## src/rtl/cook_sequencer_pkg.sv

```systemverilog
// Shared definitions for the microwave cook sequencer: FSM state encoding and
// the quick-start preset time.
package cook_sequencer_pkg;

    typedef enum logic [2:0] {
        ST_IDLE  = 3'd0,
        ST_SET   = 3'd1,
        ST_COOK  = 3'd2,
        ST_PAUSE = 3'd3,
        ST_DONE  = 3'd4
    } state_t;

    localparam logic [15:0] QUICK_START_BCD = 16'h0030;
    localparam logic [15:0] ONE_SECOND_BCD  = 16'h0001;

endpackage

```

## src/rtl/bcd_time_dec.sv

```systemverilog
// Combinational mm:ss BCD decrement by one second, plus zero and
// invalid-seconds-tens flags on the incoming value.
module bcd_time_dec (
    input  logic [15:0] time_in,
    output logic [15:0] time_dec,
    output logic        is_zero,
    output logic        s1_invalid
);

    logic [3:0] s0, s1, m0, m1;
    logic [3:0] d_s0, d_s1, d_m0, d_m1;

    assign s0 = time_in[3:0];
    assign s1 = time_in[7:4];
    assign m0 = time_in[11:8];
    assign m1 = time_in[15:12];

    // Borrow ripples s0 -> s1 -> m0 -> m1; seconds tens wrap to 5, not 9.
    always_comb begin
        d_s0 = s0 - 4'd1;
        d_s1 = s1;
        d_m0 = m0;
        d_m1 = m1;
        if (s0 == 4'd0) begin
            d_s0 = 4'd9;
            d_s1 = s1 - 4'd1;
            if (s1 == 4'd0) begin
                d_s1 = 4'd5;
                d_m0 = m0 - 4'd1;
                if (m0 == 4'd0) begin
                    d_m0 = 4'd9;
                    d_m1 = (m1 == 4'd0) ? 4'd9 : m1 - 4'd1;
                end
            end
        end
    end

    assign time_dec   = {d_m1, d_m0, d_s1, d_s0};
    assign is_zero    = (time_in == 16'h0000);
    assign s1_invalid = (s1 > 4'd5);

endmodule

```

## src/rtl/cook_sequencer.sv

```systemverilog
// Microwave cook-cycle controller: keypad time entry, 1 s countdown, door and
// power-level gating of the magnetron, and the timed completion beep.
//
// state    | meaning
// ---------+--------------------------------------------------
// ST_IDLE  | no time entered, magnetron off
// ST_SET   | time being entered or held after a stop
// ST_COOK  | counting down, magnetron gated by door and duty
// ST_PAUSE | countdown frozen (door opened or stop pressed)
// ST_DONE  | countdown reached zero, beeping for BEEP_SECS
module cook_sequencer
    import cook_sequencer_pkg::*;
#(
    parameter int CLK_HZ    = 100,
    parameter int BEEP_SECS = 3,
    parameter int DUTY_SECS = 10
) (
    input  logic        clk,
    input  logic        rstn,
    input  logic        startn,
    input  logic        stopn,
    input  logic        clearn,
    input  logic        door_closed,
    input  logic        key_valid,
    input  logic [3:0]  key_digit,
    input  logic [3:0]  power_level,
    output logic [15:0] time_bcd,
    output logic        mag_on,
    output logic        cooking,
    output logic        done_beep,
    output logic [2:0]  state
);

    localparam int             PW         = (CLK_HZ > 1) ? $clog2(CLK_HZ) : 1;
    localparam logic [PW-1:0]  PS_LAST    = PW'(CLK_HZ - 1);
    localparam logic [3:0]     DUTY_LAST  = 4'(DUTY_SECS - 1);
    localparam logic [7:0]     BEEP_LAST  = 8'(BEEP_SECS - 1);

    state_t        state_q, state_d;
    logic [15:0]   time_q, time_d;
    logic [PW-1:0] presc_q, presc_d;
    logic [3:0]    duty_q, duty_d;
    logic [7:0]    beep_q, beep_d;
    logic          start_q, stop_q, clear_q;

    logic          ev_start, ev_stop, ev_clear, key_ok, tick;
    logic [15:0]   time_dec;
    logic          t_zero, s1_bad;

    bcd_time_dec u_dec (
        .time_in    (time_q),
        .time_dec   (time_dec),
        .is_zero    (t_zero),
        .s1_invalid (s1_bad)
    );

    // Buttons are active-low: an event is a high-to-low step against history.
    assign ev_start = start_q & ~startn;
    assign ev_stop  = stop_q  & ~stopn;
    assign ev_clear = clear_q & ~clearn;
    assign key_ok   = key_valid & (key_digit <= 4'd9);
    assign tick     = (presc_q == PS_LAST);

    always_ff @(posedge clk or negedge rstn) begin
        if (!rstn) begin
            state_q <= ST_IDLE;
            time_q  <= 16'h0000;
            presc_q <= '0;
            duty_q  <= 4'd0;
            beep_q  <= 8'd0;
            start_q <= 1'b1;
            stop_q  <= 1'b1;
            clear_q <= 1'b1;
        end else begin
            state_q <= state_d;
            time_q  <= time_d;
            presc_q <= presc_d;
            duty_q  <= duty_d;
            beep_q  <= beep_d;
            start_q <= startn;
            stop_q  <= stopn;
            clear_q <= clearn;
        end
    end

    always_comb begin
        state_d = state_q;
        time_d  = time_q;
        presc_d = presc_q;
        duty_d  = duty_q;
        beep_d  = beep_q;
        case (state_q)
            ST_IDLE, ST_SET: begin
                if (ev_clear) begin
                    state_d = ST_IDLE;
                    time_d  = 16'h0000;
                end else if (ev_stop) begin
                    state_d = state_q;
                end else if (ev_start) begin
                    // A rejected start still consumes the cycle; a same-cycle key is dropped.
                    if (door_closed) begin
                        if (state_q == ST_IDLE && t_zero) begin
                            state_d = ST_COOK;
                            time_d  = QUICK_START_BCD;
                            presc_d = '0;
                            duty_d  = 4'd0;
                        end else if (!t_zero && !s1_bad) begin
                            state_d = ST_COOK;
                            presc_d = '0;
                            duty_d  = 4'd0;
                        end
                    end
                end else if (key_ok) begin
                    state_d = ST_SET;
                    time_d  = {time_q[11:0], key_digit};
                end
            end
            ST_COOK: begin
                if (ev_clear) begin
                    state_d = ST_IDLE;
                    time_d  = 16'h0000;
                end else if (ev_stop || !door_closed) begin
                    state_d = ST_PAUSE;
                end else if (tick) begin
                    presc_d = '0;
                    time_d  = time_dec;
                    duty_d  = (duty_q >= DUTY_LAST) ? 4'd0 : duty_q + 4'd1;
                    if (time_q == ONE_SECOND_BCD) begin
                        state_d = ST_DONE;
                        beep_d  = 8'd0;
                    end
                end else begin
                    presc_d = presc_q + 1'b1;
                end
            end
            ST_PAUSE: begin
                if (ev_clear) begin
                    state_d = ST_IDLE;
                    time_d  = 16'h0000;
                end else if (ev_stop) begin
                    state_d = ST_SET;
                end else if (ev_start && door_closed) begin
                    state_d = ST_COOK;
                end
            end
            ST_DONE: begin
                if (ev_clear || ev_stop || ev_start || !door_closed) begin
                    state_d = ST_IDLE;
                    time_d  = 16'h0000;
                end else if (tick) begin
                    presc_d = '0;
                    if (beep_q >= BEEP_LAST) begin
                        state_d = ST_IDLE;
                    end else begin
                        beep_d = beep_q + 8'd1;
                    end
                end else begin
                    presc_d = presc_q + 1'b1;
                end
            end
            default: begin
                state_d = ST_IDLE;
                time_d  = 16'h0000;
            end
        endcase
    end

    // Door is deliberately combinational here so opening it kills heat immediately.
    assign mag_on    = (state_q == ST_COOK) & door_closed & (duty_q < power_level);
    assign cooking   = (state_q == ST_COOK);
    assign done_beep = (state_q == ST_DONE);
    assign time_bcd  = time_q;
    assign state     = state_q;

endmodule

```

## config.mk

```make
export PLATFORM = sky130hd
export DESIGN_NAME = cook_sequencer
export DESIGN_NICKNAME = d
export VERILOG_FILES = /design/src/rtl/cook_sequencer_pkg.sv /design/src/rtl/bcd_time_dec.sv /design/src/rtl/cook_sequencer.sv
export SDC_FILE = /design/constraint.sdc
export NUM_CORES = 1
export LEC_CHECK = 0
export ABC_CLOCK_PERIOD_IN_PS = 3100
export CORE_ASPECT_RATIO = 0.75
export CORE_MARGIN = 1.5
export CORE_UTILIZATION = 55
export CTS_BUF_LIST = sky130_fd_sc_hd__clkbuf_4 sky130_fd_sc_hd__clkbuf_8
export DETAILED_ROUTE_END_ITERATION = 8
export GPL_TIMING_DRIVEN = 0
export MAX_ROUTING_LAYER = met4
export PLACE_DENSITY_LB_ADDON = 0.1
export SYNTH_ARGS = -nofsm -noshare
export SYNTH_HDL_FRONTEND = slang
export SYNTH_HIERARCHICAL = 1
export SYNTH_SLANG_ARGS = --single-unit
```

## constraint.sdc

```tcl
create_clock -name clk -period 3.1 [get_ports clk]
set_clock_uncertainty 0.2 [all_clocks]
set_input_delay 0.775 -clock clk [delete_from_list [all_inputs] [get_ports clk]]
set_output_delay 0.775 -clock clk [all_outputs]
set_load 0.01 [all_outputs]
```

## After elaboration in Yosys (flattened, before gate mapping)

Cells that the tools add are included.

| word-level totals | value |
|---|---|
| register bits after elaboration | 41 |
| input port bits | 15 |
| output and inout port bits | 22 |
| word-level logic and storage cells | 165 |

| operators by class | value |
|---|---|
| add/sub/neg operators | 7 |
| $lt $le $gt $ge | 5 |
| equal/unequal tests | 35 |
| multiplexer cells | 70 |
| bitwise gates (word level) | 9 |
| reductions and logical operators | 28 |

Operator list:

| kind | number |
|---|---|
| $mux 16 | 11 |
| $mux 4 | 20 |
| $mux 7 | 10 |
| $pmux 16 s4 | 1 |
| $mux 8 | 7 |
| $mux 3 | 17 |
| $reduce_and 9->1 | 4 |
| $pmux 7 s3 | 1 |
| $ne 2x2->1 const B | 9 |
| $ne 3x1->1 const B | 6 |
| $eq 16x1->1 const B | 1 |
| $logic_not 16->1 | 1 |
| $logic_not 4->1 | 4 |
| $ne 4x4->1 const B | 4 |
| $pmux 8 s2 | 1 |
| $reduce_and 8->1 | 2 |
| $sub 4x1->4 const B | 4 |
| $pmux 3 s4 | 1 |
| $reduce_and 11->1 | 1 |
| $reduce_and 10->1 | 1 |
| $ne 3x3->1 const B | 3 |
| $add 8x1->8 const B | 1 |
| $ge 8x2->1 const B | 1 |
| $ne 2x1->1 const B | 4 |
| 22 further kinds | 39 |

## Longest topological paths before layout

Gate-level depths: netlist of run 1.

| depth | value |
|---|---|
| depth after elaboration | 10 |
| mapped depth | 10 |
| depth with buffers taken out | 9 |

## Cells and area by module

The synthesis of run 1 kept the hierarchy.

Modules (own cells, without submodules):

| module | times used | cells each | area an instance (µm²) | sequential area each (µm²) |
|---|---|---|---|---|
| cook_sequencer | 1 | 255 | 2,354.8 | 1,029.7 |
| bcd_time_dec | 1 | 45 | 311.5 | 0.0 |

## Worst setup path after synthesis of run 1

No wires, ideal clock.

| timing path | value |
|---|---|
| path kind | flip-flop to flip-flop |
| start | reg time_q[0] (netlist: time_bcd[0]) |
| end | reg presc_q[5] |
| library setup time | 0.090 ns |
| data arrival time | 2.511 ns |
| data required time | 2.810 ns |
| setup slack | 0.300 ns |
| stages on the path, launching flop included | 10 |
| path buffers | 1 |
| period minus slack after synthesis | 2.800 ns |
| cells stage by stage | dfrtp_1 > nor4_4 > nand4b_2 > nor4_1 > a21oi_1 > nor3_1 > o21ai_2 > or2_1 > buf_6 > o31ai_4 |

| on the way | value |
|---|---|
| cells in the longest elaborated chain, start to end | 8 |
| elaborated cells between the ends (all ways) | 12 |
| those cells by class | eq/ne (1); mux (6); reduce/logical (5) |

RTL lines:

| element | RTL line | source |
|---|---|---|
| start, declared | cook_sequencer.sv:40 | `logic [15:0] time_q, time_d;` |
| start signal, assigned | cook_sequencer.sv:76 | `time_q <= time_d;` |
| $logic_not 16->1 (*) | bcd_time_dec.sv:39 | `assign is_zero = (time_in == 16'h0000);` |
| named net t_zero | cook_sequencer.sv:48 | `logic t_zero, s1_bad;` |
| $logic_and 1x1->1 | cook_sequencer.sv:102 | `if (state_q == ST_IDLE && t_zero) begin` |
| $mux 7 | cook_sequencer.sv:102 |  |
| $mux 7 | cook_sequencer.sv:101 | `if (door_closed) begin` |
| $mux 7 | cook_sequencer.sv:99 | `end else if (ev_start) begin` |
| $mux 7 | cook_sequencer.sv:97 | `end else if (ev_stop) begin` |
| $mux 7 | cook_sequencer.sv:94 | `if (ev_clear) begin` |
| $pmux 7 s3 | cook_sequencer.sv:92 | `case (state_q)` |
| end signal, assigned | cook_sequencer.sv:77 | `presc_q <= presc_d;` |
| end, declared | cook_sequencer.sv:41 | `logic [PW-1:0] presc_q, presc_d;` |

Mark *: on every way through the listed nets, which the timed path passes. The rest lies on a longest branch. The select of a mux whose other input is x is not followed.
A chain may end at the register's enable or synchronous reset.

## Worst setup path after layout of run 1

| timing path | value |
|---|---|
| start | reg time_q[1] (netlist: time_bcd[1]) |
| end | reg duty_q[2] |

| on the way | value |
|---|---|
| cells in the longest elaborated chain, start to end | 8 |
| elaborated cells between the ends (all ways) | 12 |
| those cells by class | eq/ne (1); mux (6); reduce/logical (5) |

RTL lines:

| element | RTL line | source |
|---|---|---|
| $logic_not 16->1 (*) | bcd_time_dec.sv:39 |  |
| named net t_zero | cook_sequencer.sv:48 |  |
| $logic_and 1x1->1 | cook_sequencer.sv:102 |  |
| $mux 4 | cook_sequencer.sv:102 |  |
| $mux 4 | cook_sequencer.sv:101 |  |
| $mux 4 | cook_sequencer.sv:99 |  |
| $mux 4 | cook_sequencer.sv:97 |  |
| $mux 4 | cook_sequencer.sv:94 |  |
| $pmux 4 s2 | cook_sequencer.sv:92 |  |
| end signal, assigned | cook_sequencer.sv:78 | `duty_q <= duty_d;` |
| end, declared | cook_sequencer.sv:42 | `logic [3:0] duty_q, duty_d;` |

Marks and branches as above.

==> results of run 1 <==
-- worst max-delay path: stages (launching register included) --
cell and delay (ps):
dfrtp_2 470, nor4_4 440, nand4b_4 210, nor4_4 400, nor4bb_1 320, a41oi_1 70
o22ai_1 300, nand2_2 140, o21ai_0 210, o21ai_0 120
-- state kept, by name, summed over array words and instances (netlist names) --
name,flops
duty_q,4
clear_q,1
state,3
start_q,1
stop_q,1
presc_q,7
beep_q,8
time_bcd,16
-- Yosys cell counts, types with 2 or more instances --
cell type,count
dfrtp_1,38
o21ai_0,36
nand2_1,34
nor2_1,23
a22oi_1,15
inv_1,12
nand3_1,10
nor2b_1,10
ha_1,9
a21oi_1,8
nor3_1,7
buf_2,6
nand2b_1,6
nor4_1,6
o31ai_1,6
and3_1,5
o22ai_1,4
xor2_1,4
dfstp_2,3
mux2_2,3
nand4_1,3
or4_1,3
buf_4,2
buf_6,2
nand3b_1,2
o21ai_1,2
o31ai_2,2
or2b_1,2
or3_1,2
xnor2_1,2
-- layout make-up --
| type | instances | share of cell area (%) |
|---|---|---|
| Sequential cell | 41 | 31.4 |
| Inverter | 12 | 1.36 |
| Buffer | 11 | 2.16 |
| Clock buffer | 6 | 2.31 |
| Multi-Input combinational cell | 236 | 47.6 |
| Clock inverter | 2 | 1.06 |
| Timing Repair Buffer | 40 | 12.0 |
| Tap cell | 57 | 2.16 |
-- layer usage --
metal / track usage [%] / wire length (um) / up-vias
li1: - / - / 1189
met1: 37.5 / 3120 / 1181
met2: 39.1 / 2930 / 76
met3: 5.24 / 341 / 5
met4: 4.38 / 17 / 0
met5: - / 0 / -
-- kinds of logic (layout without fill, tap and decap cells) --
group / after synthesis / after routing / synth area share (%)
AND/OR/NAND/NOR: 132 / 132 / 28.6
AO/OA/AOI/OAI: 85 / 85 / 20.6
flip-flops: 41 / 41 / 38.6
buffers and inverters: 23 / 71 / 4.36
adder cells (fa/ha/maj): 9 / 9 / 4.22
XOR/XNOR: 6 / 6 / 1.97
multiplexers: 4 / 4 / 1.64
-- worst paths after layout --
kind | to | slack, ps | depth (start not counted)
max | duty_q[2] | 100 | 9
min | time_bcd[13] | 60 | 1
max reg2reg | duty_q[2] | 100 | 9
min reg2reg | presc_q[6] | 280 | 1
max in group asynchronous | stop_q | 2180 | 2
min in group clk | presc_q[6] | 280 | 1
-- power by group --
part	switching (mW)	internal, mW	total (mW)
Combinational	0.717	0.657	1.37
Sequential	0.266	0.650	0.916
Clock	0.186	0.248	0.434
Total	1.17	1.55	2.72
-- cells in the final DEF, fill, tap and decap left out, types with 7 or more instances in the layout --
cell	n
a22oi_1	15
nor3_1	7
clkdlybuf4s50_1	32
nor2_1	23
ha_1	9
buf_2	8
a21oi_1	8
nor2b_1	10
nand3_1	10
dfrtp_1	32
nand2_1	33
o21ai_0	35
inv_1	12
-- through the flow --
stage	power [mW]	TNS, ps	cell area [um^2]	cells	setup slack (ps)
2_1_floorplan	1.67	0	2670	300	300
3_3_place_gp	2.10	-2200	3100	393	-551
3_5_place_dp	2.13	-2520	3110	394	-576
4_1_cts	2.58	-125	3230	402	-125
5_1_grt	2.92	0	3310	405	4.62
6_report	2.72	0	3310	405	98.6
-- what timing repair did --
action                                  in CTS  in global routing
pin swaps                                    0                  8
setup buffers                                0                  3
endpoints found under the setup margin      26                 29
hold buffers                                 0                  0
resized for setup                            6                 16
==> Flow_metrics.wiki, run 1 <==
{| class="wikitable"
! Metric !! Value
|-
| Origin of the worst setup path || time_bcd[1]
|-
| Vertical extent of the die || between 60 and 70 um
|-
| Number of global-route vias before repair || between 2k and 2.5k
|-
| Final HPWL from detailed placement || ~4.6 mm
|-
| Post-Synthesis Cell Area || ~2700 um^2
|-
| Antenna violations before repair || 0
|-
| Power per cell area || approximately 820 nW/um^2
|-
| Synthesis-to-layout area growth || 24.1%
|-
| Class of the tightest hold or removal check || in2async
|-
| EDFF count, synth || 0
|-
| Slew Viols, Final || 0
|-
| Critical path class || reg2reg
|-
| Total leakage power || roughly 1.4 nW
|-
| Largest net degree at the start of global routing || 41
|-
| Required time at the worst-slack endpoint || about 3000 ps
|-
| Die extent in x || between 80 and 90 um
|-
| CTS max path bufs || 2
|-
| Final worst path period need || approximately 3000 ps
|-
| Fin crit share || 96.8%
|-
| Average via count per standard cell || between 6 and 7
|-
| Final hold violation count || 0
|-
| Average cell area after synthesis || between 8 and 9 um^2
|-
| Weighted congestion reported at the end of routability-driven placement || around 0.9
|-
| Clk slew on worst S/H paths || 80 ps
|-
| Signal arrival time at the worst endpoint || 2980 ps
|-
| Number of clock sinks || between 40 and 50
|-
| Floorplan die area || 5280 um^2
|-
| Post-layout util || around 72%
|-
| Nets || 371
|-
| Core Region || about 4600 um^2
|-
| Total I/O pin count || 37
|-
| Cell row count || 21
|-
| Post-Syn Instances || 300
|-
| Area occupied by multi-input gates || 1570 um^2
|-
| Post-route ant nets || 0
|-
| Clock buffer count from CTS || 5
|-
| Clock insertion delay at the later pin of the skew report || roughly 300 ps
|-
| Global-route wire length before repair || ~11 mm
|-
| Post-synthesis sequential area ratio || roughly two fifths
|-
| Cell types with the largest area share after synthesis || dfrtp_1 (36%), o21ai_0 (6.8%), nand2_1 (4.8%)
|-
| Total routing usage reported by global routing || 26.1%
|-
| Run status || complete, no violations
|-
| Warnings from Yosys || 6
|-
| Asr flop ratio synth || 100%
|-
| Iteration count of the initial detailed-routing pass || 5
|-
| Total vias in the final route || roughly 2.5k
|-
| Number of register bits inferred by synthesis || between 40 and 50
|-
| Tightest slew margin relative to the limit || a little under 70%
|-
| Starting Density || around three fifths
|-
| Wire length after detailed routing || 6.41 mm
|-
| Clock tree root buffer cell || clkbuf_8
|-
| Net Count, Synth || roughly 320
|-
| GR Overflow Total || 0
|-
| Fraction of final layout cells sized beyond drive strength 1 || ~16%
|-
| H-Tree Level Count || 2
|-
| Post-synth top flop || dfrtp_1
|-
| Kind of capture point of the worst setup path || flip-flop
|-
| Worst hold slack after final layout || slightly above 60 ps
|-
| Count of max-cap constraint violations || 0
|-
| Startpoint types || flip-flop
|-
| Largest fanout on the critical path || 8
|-
| Count of fill cells added during filler insertion || 362
|-
| Setup-violating endpoint count in the final report || 0
|-
| Peak ir drop on the vdd network || 0.000561 V
|-
| Clock tree from TritonCTS || done
|-
| Initial DRC Count || between 200 and 250
|-
| Number of remaining DRC errors || 0
|-
| Footprint of the flip-flops and latches || slightly above 1000 um^2
|-
| Post-synth top area cell || dfrtp_1
|-
| Average wire per cell in the routed design || about 16 um
|-
| Highest clock frequency the design can meet || between 300 and 400 MHz
|-
| Startpoint of the worst-slack reg-to-reg timing path || time_bcd[1]
|-
| Area fraction of the dominant cell type after synthesis || between 30% and 40%
|-
| Actual slew at the worst max-slew pin || ~460 ps
|-
| Setup repair after global routing missed its margin || false
|-
| Cell variety after synth || 63
|-
| Number of buffer cells added on primary ports || 36
|-
| Diodes inserted || 0
|}
Note: power is estimated with default switching activity, not from simulation.
==> run 2, diff against run 1 <==
- ABC_CLOCK_PERIOD_IN_PS: 3100 -> 3200
- clock period: 3.1 -> 3.2 ns (I/O delays scaled with it)
==> run 2 against run 1 <==
Register-to-register slack about the same. Combinational power down 4%. Die area unchanged. First-iteration DRC count down 7.1%. Via count down 0.16%. Worst hold slack better by 25 ps. Power down 3.8%. Cell count down 0.25%. Sequential power down 3.7%. Non-clock buffer count down 1. Critical path type is now in2out. Critical endpoint is now mag_on. Largest power group unchanged.
==> Flow_metrics.wiki, run 2 (synthesized netlist as in run 1, its figures left out) <==
{| class="wikitable"
! Metric !! Value
|-
| Run status || complete, no violations (unchanged)
|-
| Cell count along the critical path || 7 (was 9)
|-
| CTS max path bufs || 2 (unchanged)
|-
| Setup-violating endpoint count in the final report || 0 (unchanged)
|-
| Startpoint of the worst-slack reg-to-reg timing path || time_bcd[1] (unchanged)
|-
| Number of clock sinks || 41 (unchanged)
|-
| Critical path class || in2out (was reg2reg)
|-
| Final instance area || 3290 um^2 (was 3310 um^2)
|-
| Final HPWL from detailed placement || 4.55 mm (unchanged)
|-
| Global-route wire length before repair || 10.9 mm (unchanged)
|-
| Most used cells in the layout excluding fill and tap cells || dfrtp_1 (38), o21ai_0 (35), nand2_1 (34) (was o21ai_0 (35), nand2_1 (33), dfrtp_1 (32), clkdlybuf4s50_1 (32), nor2_1 (23))
|-
| Class of the tightest hold or removal check || in2async (unchanged)
|-
| Average via count per standard cell || 6.06 (was 6.05)
|-
| Nets || 370 (was 371)
|-
| Post-route ant nets || 0 (unchanged)
|-
| Required time at the worst-slack endpoint || 2200 ps (was 3070 ps)
|-
| Count of cells along the worst register-to-register path || 9 (unchanged)
|-
| Total routing usage reported by global routing || 26.1% (unchanged)
|-
| Sum of negative setup slack || 0 ps (unchanged)
|-
| Number of buffer cells added on primary ports || 36 (unchanged)
|-
| Clock buffer count from CTS || 5 (unchanged)
|-
| Largest net degree at the start of global routing || 41 (unchanged)
|-
| Post-placement cell count || 394 (unchanged)
|-
| Signal arrival time at the worst endpoint || 2100 ps (was 2980 ps)
|-
| Total I/O pin count || 37 (unchanged)
|-
| Final hold violation count || 0 (unchanged)
|-
| Antenna violations before repair || 0 (unchanged)
|-
| Average wire per cell in the routed design || 15.8 um (about the same)
|-
| Capture point of the critical path || mag_on (was duty_q[2])
|-
| Largest fanout on the critical path || 1 (was 8)
|-
| Highest clock frequency the design can meet || about 320 MHz
|-
| Total leakage power || 1.42 nW (was 1.43 nW)
|-
| Most frequent standard cell in the layout excluding fill and tap cells || dfrtp_1 (was o21ai_0)
|-
| Number of remaining DRC errors || 0 (unchanged)
|-
| R2R Setup Slk || 110 ps (was 100 ps)
|-
| End of the worst register-to-register path || duty_q[2] (unchanged)
|-
| Max stage delay on crit path || 450 ps (was 470 ps)
|-
| Kind of capture point of the worst setup path || primary output (was flip-flop)
|-
| GR Overflow Total || 0 (unchanged)
|-
| Number of hold-repair buffers added at the cts stage || 0 (unchanged)
|-
| Count of max-cap constraint violations || 0 (unchanged)
|-
| Non-filler instance count after layout || 404 (was 405)
|-
| Floorplan die area || 5280 um^2 (unchanged)
|-
| Iteration count of the initial detailed-routing pass || 5 (unchanged)
|-
| Total vias in the final route || 2447 (was 2451)
|-
| Wire length after detailed routing || 6.40 mm (was 6.41 mm)
|-
| Origin of the worst setup path || power_level[2] (was time_bcd[1])
|-
| Final worst path period need || around 3100 ps
|-
| Initial DRC Count || 222 (was 239)
|-
| Actual slew at the worst max-slew pin || 469 ps (was 457 ps)
|-
| Number of global-route vias before repair || 2287 (unchanged)
|-
| Fraction of final layout cells sized beyond drive strength 1 || 14.1% (was 16.4%)
|-
| H-Tree Level Count || 2 (unchanged)
|-
| Power per cell area || 797 nW/um^2 (was 823 nW/um^2)
|-
| Startpoint types || input pin (was flip-flop)
|-
| Peak ir drop on the vdd network || 0.000544 V (was 0.000561 V)
|-
| Family with the most delay on the worst path || buffers and inverters (was simple AND/OR/NAND/NOR gates)
|-
| Die extent in x || 83.4 um (unchanged)
|-
| Critical-path cell list || clkdlybuf4s50_1 -> inv_1 -> ha_1 -> o21a_1 -> o21ai_1 -> and4b_1 -> buf_2 (was nor4_4 -> nand4b_4 -> nor4_4 -> nor4bb_1 -> a41oi_1 -> o22ai_1 -> nand2_2 -> o21ai_0 -> o21ai_0)
|-
| Clock insertion delay at the later pin of the skew report || 300 ps (about the same)
|-
| Diodes inserted || 0 (unchanged)
|-
| Count of fill cells added during filler insertion || 363 (was 362)
|-
| Clock tree root buffer cell || clkbuf_8 (unchanged)
|-
| Starting Density || 58.3% (unchanged)
|-
| Clock tree from TritonCTS || done (unchanged)
|-
| Synthesis-to-layout area growth || 23.3% (was 24.1%)
|-
| Critical-path top delay cell || clkdlybuf4s50_1 (was dfrtp_2)
|-
| Cell row count || 21 (unchanged)
|-
| Vertical extent of the die || 63.3 um (unchanged)
|-
| Weighted congestion reported at the end of routability-driven placement || 0.924 (unchanged)
|-
| Fin crit share || 96.7%
|-
| Clk slew on worst S/H paths || 70 ps (was 80 ps)
|-
| Core Region || 4570 um^2 (unchanged)
|-
| Post-layout util || 71.9% (was 72.4%)
|-
| Number of buffers and inverters on the critical path || 3 (was 0)
|-
| Cell Area, Placed || 3110 um^2 (unchanged)
|-
| Tightest slew margin relative to the limit || 68.7% (was 69.5%)
|-
| Number of flip-flops in the largest register || 16 (unchanged)
|-
| Slew Viols, Final || 0 (unchanged)
|}
run 2: cell count changes in the layout (fill, tap and decap cells not counted):
cell | before | now
nand2_2 | 1 | 0
dfrtp_1 | 32 | 38
dlymetal6s2s_1 | 2 | 1
nand2_1 | 33 | 34
clkdlybuf4s50_1 | 32 | 33
dfrtp_2 | 6 | 0
buf_4 | 5 | 4
run 2: timing repair:
action	CTS	global route
setup endpoints to repair	11	25
resized for setup	6	8
setup buffers	0	2
hold endpoints to repair	0	0
pin swaps	0	5
run 2: worst min path at each step:
| stage | start | to | depth (start not counted) |
|---|---|---|---|
| 4_1_cts | rstn | time_bcd[13] | 1 |
| 6_report | rstn | time_bcd[13] | 1 |
| 2_1_floorplan | presc_q[6] | presc_q[6] | 1 |
| 3_5_place_dp | presc_q[6] | presc_q[6] | 1 |
| 5_1_grt | rstn | time_bcd[13] | 1 |
| 3_3_place_gp | presc_q[6] | presc_q[6] | 1 |
run 2: routing by layer:
layer / part of all wire, % / wire length (um) / global-route usage, %
met1: 48 / 3100 / 37.5
met2: 45 / 2870 / 39.1
met3: 6.5 / 414 / 5.24
met4: 0.27 / 17 / 4.38
met5: 0 / 0 / -
run 2: cell type report:
class,instances,area (um^2),area share [%]
Clock buffer,6,76.3,2.32
Clock inverter,2,35.0,1.07
Multi-Input combinational cell,236,1570,47.8
Sequential cell,41,1030,31.3
Buffer,11,71.3,2.17
Tap cell,57,71.3,2.17
Timing Repair Buffer,39,388,11.8
Inverter,12,45.0,1.37
run 2: power by group:
group	leakage [nW]	total, mW	switching (mW)	internal [mW]
combinational	0.820	1.32	0.691	0.626
clock	0.0586	0.423	0.183	0.240
sequential	0.540	0.882	0.258	0.624
total	1.42	2.62	1.13	1.49
run 2: per-stage QoR:
step | setup WS, ps | total power, mW | hold WS (ps)
global route | -4.61 | 2.81 | 76.2
floorplan | 400 | 1.61 | 251
global placement | -501 | 2.04 | 268
detailed placement | -526 | 2.07 | 271
CTS | -74.8 | 2.50 | 85.9
finish | 104 | 2.62 | 85.7
